$ cat src/rtl/tick_period_meter.sv
// tick_period_meter: measures the edge-to-edge distance of a tick stream and flags match, lock and timeout.
//   clk        : single clock, all logic on its rising edge
//   rst        : synchronous active-high reset
//   pulse_in   : tick stream from a divider
//   period_out : last measured edge-to-edge distance in cycles (W bits, saturating)
//   valid      : one-cycle strobe when period_out updates
//   match      : last measured period equals N_EXP
//   locked     : LOCK_CNT consecutive matches seen and no fault since
//   timeout    : sticky, no edge seen for TIMEOUT cycles; cleared by the next edge
//   Optional macro TICK_PERIOD_METER_SYNC_EN adds a 2-flop input synchronizer.
module tick_period_meter #(
    parameter int W        = 21,
    parameter int N_EXP    = 20,
    parameter int LOCK_CNT = 4,
    parameter int TIMEOUT  = 1000
) (
    input  logic         clk,
    input  logic         rst,
    input  logic         pulse_in,
    output logic [W-1:0] period_out,
    output logic         valid,
    output logic         match,
    output logic         locked,
    output logic         timeout
);
    localparam int MW = $clog2(LOCK_CNT + 1);
    typedef enum logic [1:0] {IDLE, ARMED, MEAS} state_t;
    state_t state_q;
    logic [W-1:0] cnt_q, cnt_d, period_q;
    logic [MW-1:0] mcnt_q, mcnt_d;
    logic prev_q, pulse_s, edge_s, hit, tmo;
    logic valid_q, match_q, locked_q, timeout_q;
`ifdef TICK_PERIOD_METER_SYNC_EN
    logic [1:0] sync_q;
    always_ff @(posedge clk) begin
        if (rst) sync_q <= '0;
        else     sync_q <= {sync_q[0], pulse_in};
    end
    assign pulse_s = sync_q[1];
`else
    assign pulse_s = pulse_in;
`endif
    // The measured period is the count held when the closing edge arrives.
    always_comb begin
        edge_s = pulse_s & ~prev_q;
        cnt_d  = edge_s ? W'(1) : (&cnt_q ? cnt_q : cnt_q + 1'b1);
        hit    = int'(cnt_q) == N_EXP;
        mcnt_d = hit ? (int'(mcnt_q) >= LOCK_CNT ? mcnt_q : mcnt_q + 1'b1) : '0;
        // Timeout fires on the cycle the count would reach TIMEOUT; an edge wins.
        tmo    = !edge_s && state_q != IDLE && int'(cnt_d) == TIMEOUT;
    end
    always_ff @(posedge clk) begin
        if (rst) begin
            state_q   <= IDLE;
            cnt_q     <= '0;
            prev_q    <= 1'b0;
            period_q  <= '0;
            mcnt_q    <= '0;
            valid_q   <= 1'b0;
            match_q   <= 1'b0;
            locked_q  <= 1'b0;
            timeout_q <= 1'b0;
        end else begin
            prev_q  <= pulse_s;
            cnt_q   <= cnt_d;
            valid_q <= 1'b0;
            if (edge_s) begin
                timeout_q <= 1'b0;
                if (state_q == IDLE) begin
                    state_q <= ARMED;
                end else begin
                    state_q  <= MEAS;
                    period_q <= cnt_q;
                    valid_q  <= 1'b1;
                    match_q  <= hit;
                    mcnt_q   <= mcnt_d;
                    locked_q <= int'(mcnt_d) == LOCK_CNT;
                end
            end else if (tmo) begin
                state_q   <= IDLE;
                timeout_q <= 1'b1;
                locked_q  <= 1'b0;
                mcnt_q    <= '0;
            end
        end
    end
    assign period_out = period_q;
    assign valid      = valid_q;
    assign match      = match_q;
    assign locked     = locked_q;
    assign timeout    = timeout_q;
endmodule

$ cat config.mk
export PLATFORM = sky130hd
export DESIGN_NAME = tick_period_meter
export DESIGN_NICKNAME = d
export VERILOG_FILES = /design/src/rtl/tick_period_meter.sv
export SDC_FILE = /design/constraint.sdc
export NUM_CORES = 1
export LEC_CHECK = 0
export CORE_UTILIZATION = 51
export DETAILED_ROUTE_END_ITERATION = 8
export DONT_BUFFER_PORTS = 1
export GPL_TIMING_DRIVEN = 0
export PLACE_DENSITY = 0.75
export SYNTH_ARGS = -nofsm -noshare
export SYNTH_HDL_FRONTEND = slang
export SYNTH_SLANG_ARGS = --single-unit
$ cat constraint.sdc
create_clock -name clk -period 3.25 [get_ports clk]
set_input_delay 0.65 -clock clk [delete_from_list [all_inputs] [get_ports clk]]
set_output_delay 0.65 -clock clk [all_outputs]
set_load 0.005 [all_outputs]
==> metrics.md <==
| Metric | Value |
|---|---|
| Status | complete, no violations |
| Initial antenna violation count | 0 |
| FF-to-FF path depth | 10 |
| Post-synthesis simple-gate area fraction | 30.9% |
| Layout cell share with drive strength beyond 1 | 11.3% |
| Kind of critical path | reg2reg |
| Core area | 4790 µm² |
| Setup ws final | 450 ps |
| Hold path depth | 1 |
| GP Congestion | 0.874 |
| Hold Path Origin | pulse_in |
| R2R Setup Slk | 450 ps |
| Area contributors post-synth | dfxtp_1 41%, nand2_1 8.3%, a21oi_1 6.8%, nor2_1 3.4%, xor2_1 2.7% |
| Drt total wl | 5820 µm |
| Post-synth top cells | 57 x nand2_1, 52 x dfxtp_1, 35 x a21oi_1 |
| WP data arrival | 3040 ps |
| HP Class | in2reg |
| TritonCTS buffer count | 5 |
| Area growth, synth to finish | 6.73% |
| Number of global-route vias before repair | 2029 |
| # Post-CTS Setup Buffers | 0 |
| Clock transition at the registers of the reported paths | 100 ps |
| XOR/XNOR Fraction of Synth Area | 5.12% |
| Leakage | 0.958 nW |
| Vias | 2205 |
| Pre-CTS setup slack | 535 ps |
| Count leader, synth | nand2_1 |
| H-tree Lvls | 2 |
| Slew of the pin with the lowest slew margin | 564 ps |
| Post-synth EDFFs | 0 |
| P per Cell Area | 392 nW/µm² |
| Post-Synth Adder-Cell Area | 1.95% |
| Fin. Hold Viols | 0 |
| Initial DRC count | 150 |
| Yosys top cell area share | 40.6% |
| Synthesized instance count | 312 |
| Post-synth cell types | 55 |
| Max transition margin | 62.0% |
| Final setup violation count | 0 |
| Synth area leader | dfxtp_1 |
| Number of iterations in the first detailed-routing pass | 4 |
| Top FF cell, synth | dfxtp_1 |
| First-pass GRT wire length | 9450 µm |
| Placed wire-length estimate | 4260 µm |
| Count of pins over their slew limit | 0 |
| Mean Syn Cell Area | 8.22 µm² |
| Sequential area share after synthesis | 40.6% |
| Avg WL per Cell | 15.0 µm |
| Synth async-reset ratio | 0% |
| Final TNS setup | 0 ps |
| Routed Antenna Nets | 0 |
| Fin crit share | 86.1% |
| Maximum vdd drop | 155 µV |
| Mapped Area | 2560 µm² |
| Clock Skews | 8.12 ps |
| Top Layer Used | met4 |
| DRC viols | 0 |
| Max clock buf depth | 2 |
| Initial Util | 53.6% |
| Site row count | 25 |
| Yosys warns | 0 |
| DR WL met2 | 2700 µm |
| Data required time of the worst path | 3490 ps |
| Worst-path fanout max | 7 |
| Final nets | 326 |
| Register area | 1040 µm² |
| Hold Slack | 467 ps |
| CTS resizes | 0 |
| R2R Path Start | cnt_q[1] |
| Post-synthesis mux area share | 0.390% |
| Post-synthesis compound-gate area fraction | 15.2% |
| Mapped Nets | 319 |
| Worst Setup Start Kind | flop |
| Min cycle time layout | 2800 ps |
| Critical Path Sink Type | flop |
| # Max-Cap Violations | 0 |
| Hold EP | prev_q |
| Die X | 72.9 µm |
| TritonCTS clock tree | yes |
| Clk sinks | 52 |
| Met1 wire length | 2610 µm |
| Port bufs | 0 |
| Die height | 72.9 µm |
| Die area | 5310 µm² |
| FF+latch count, synth | 52 |
| Metal3 WL | 424 µm |
| Tot GR Track Use | 23.4% |
| Congestion Overflow GR | 0 |
| Combinational family with the most area after synthesis | simple AND/OR/NAND/NOR gates |
| Area used by multi-input combinational logic | 1370 µm² |
| Fmax | 357 MHz |
| N_diodes | 0 |
| RSZ-0062 raised after global routing | no |
| Hold Buf Count CTS | 0 |
| IO Pins | 28 |
| Largest net degree at the start of global routing | 17 |
| Worst-Skew Late Latency | 310 ps |
| Drt via density | 5.70 |
| Filler cell count in the final layout | 443 |
| Worst reg2reg endpoint | mcnt_q[0] |
| Clock Tree Root | clkbuf_8 |
## state kept, by name, indices dropped and copies added (netlist names)
name        flops
timeout         1
period_out     21
cnt_q          21
valid           1
state_q         2
mcnt_q          3
prev_q          1
match           1
locked          1
## placed cells by master, fill, tap and decap left out, drive strengths merged, types with 2 or more instances in the layout
master	synthesis	final
nor3	9	9
nor4	6	6
buf	13	13
and3	6	6
nor2b	7	7
nor2	23	23
a21oi	35	35
inv	7	7
ha	4	4
o21bai	2	2
nor4b	3	3
nand3	9	9
nand2	60	60
and4	3	3
a31oi	5	5
and2	4	4
xnor2	7	7
nand2b	3	3
nand4b	4	4
clkbuf	8	14
a41oi	4	4
o21ai	9	9
dfxtp	52	52
or4	2	2
xor2	8	8
nand4	5	5
## routing by layer
| layer | GRT usage (%) | vias to the layer above |
|---|---|---|
| met5 | 0 | - |
| met4 | 9.37 | 0 |
| met3 | 5.11 | 10 |
| met2 | 36.7 | 79 |
| met1 | 31.4 | 1016 |
| li1 | - | 1100 |
## cell families (layout without fill, tap and decap cells)
| group | after synthesis | count (layout) |
|---|---|---|
| fa+ha+maj | 4 | 4 |
| simple gates | 148 | 148 |
| mux | 1 | 1 |
| flops | 52 | 52 |
| buf+inv | 28 | 36 |
| xor+xnor | 15 | 15 |
| compound gates | 64 | 64 |
## worst max-delay path by stage
| stage | end | depth (start not counted) | slack [ps] | start |
|---|---|---|---|---|
| finish | mcnt_q[0] | 10 | 450 | cnt_q[1] |
| global route | state_q[1] | 9 | 190 | cnt_q[1] |
| CTS | mcnt_q[0] | 10 | 470 | cnt_q[0] |
| detailed placement | mcnt_q[0] | 10 | 540 | cnt_q[0] |
| global placement | mcnt_q[0] | 10 | 580 | cnt_q[0] |
| floorplan | mcnt_q[0] | 10 | 850 | cnt_q[1] |
## stage by stage
stage	util (%)	power, mW	instance area [µm²]	instances
4_1_cts	57.2	1.08	2740	387
3_5_place_dp	55.3	0.720	2650	379
3_3_place_gp	55.3	0.719	2650	379
6_report	57.2	1.07	2740	387
2_1_floorplan	-	0.705	2560	312
5_1_grt	57.2	1.11	2740	387
## worst max-delay path, stage by stage (launching register included)
cell	delay, ps
dfxtp_1	480
ha_1	320
and4_1	250
buf_6	140
nand2_4	50
o2111ai_2	240
mux2i_1	160
nor4_2	290
a31oi_2	210
or4_1	500
o21ai_1	90
## power breakdown
group          leakage, nW  switching (mW)  internal (mW)  total [mW]
combinational        0.496          0.0396         0.0171      0.0566
clock               0.0414           0.212          0.153       0.366
sequential           0.420         0.00658          0.643       0.649
## final cells by class
cell class                      instances  area share, %
Sequential cell                        52           38.0
Buffer                                 21           4.48
Clock inverter                          2          0.594
Inverter                                7          0.960
Multi-Input combinational cell        232           50.2
Clock buffer                            6           2.65
Tap cell                               67           3.06
Power figures use the tool's default switching activity.
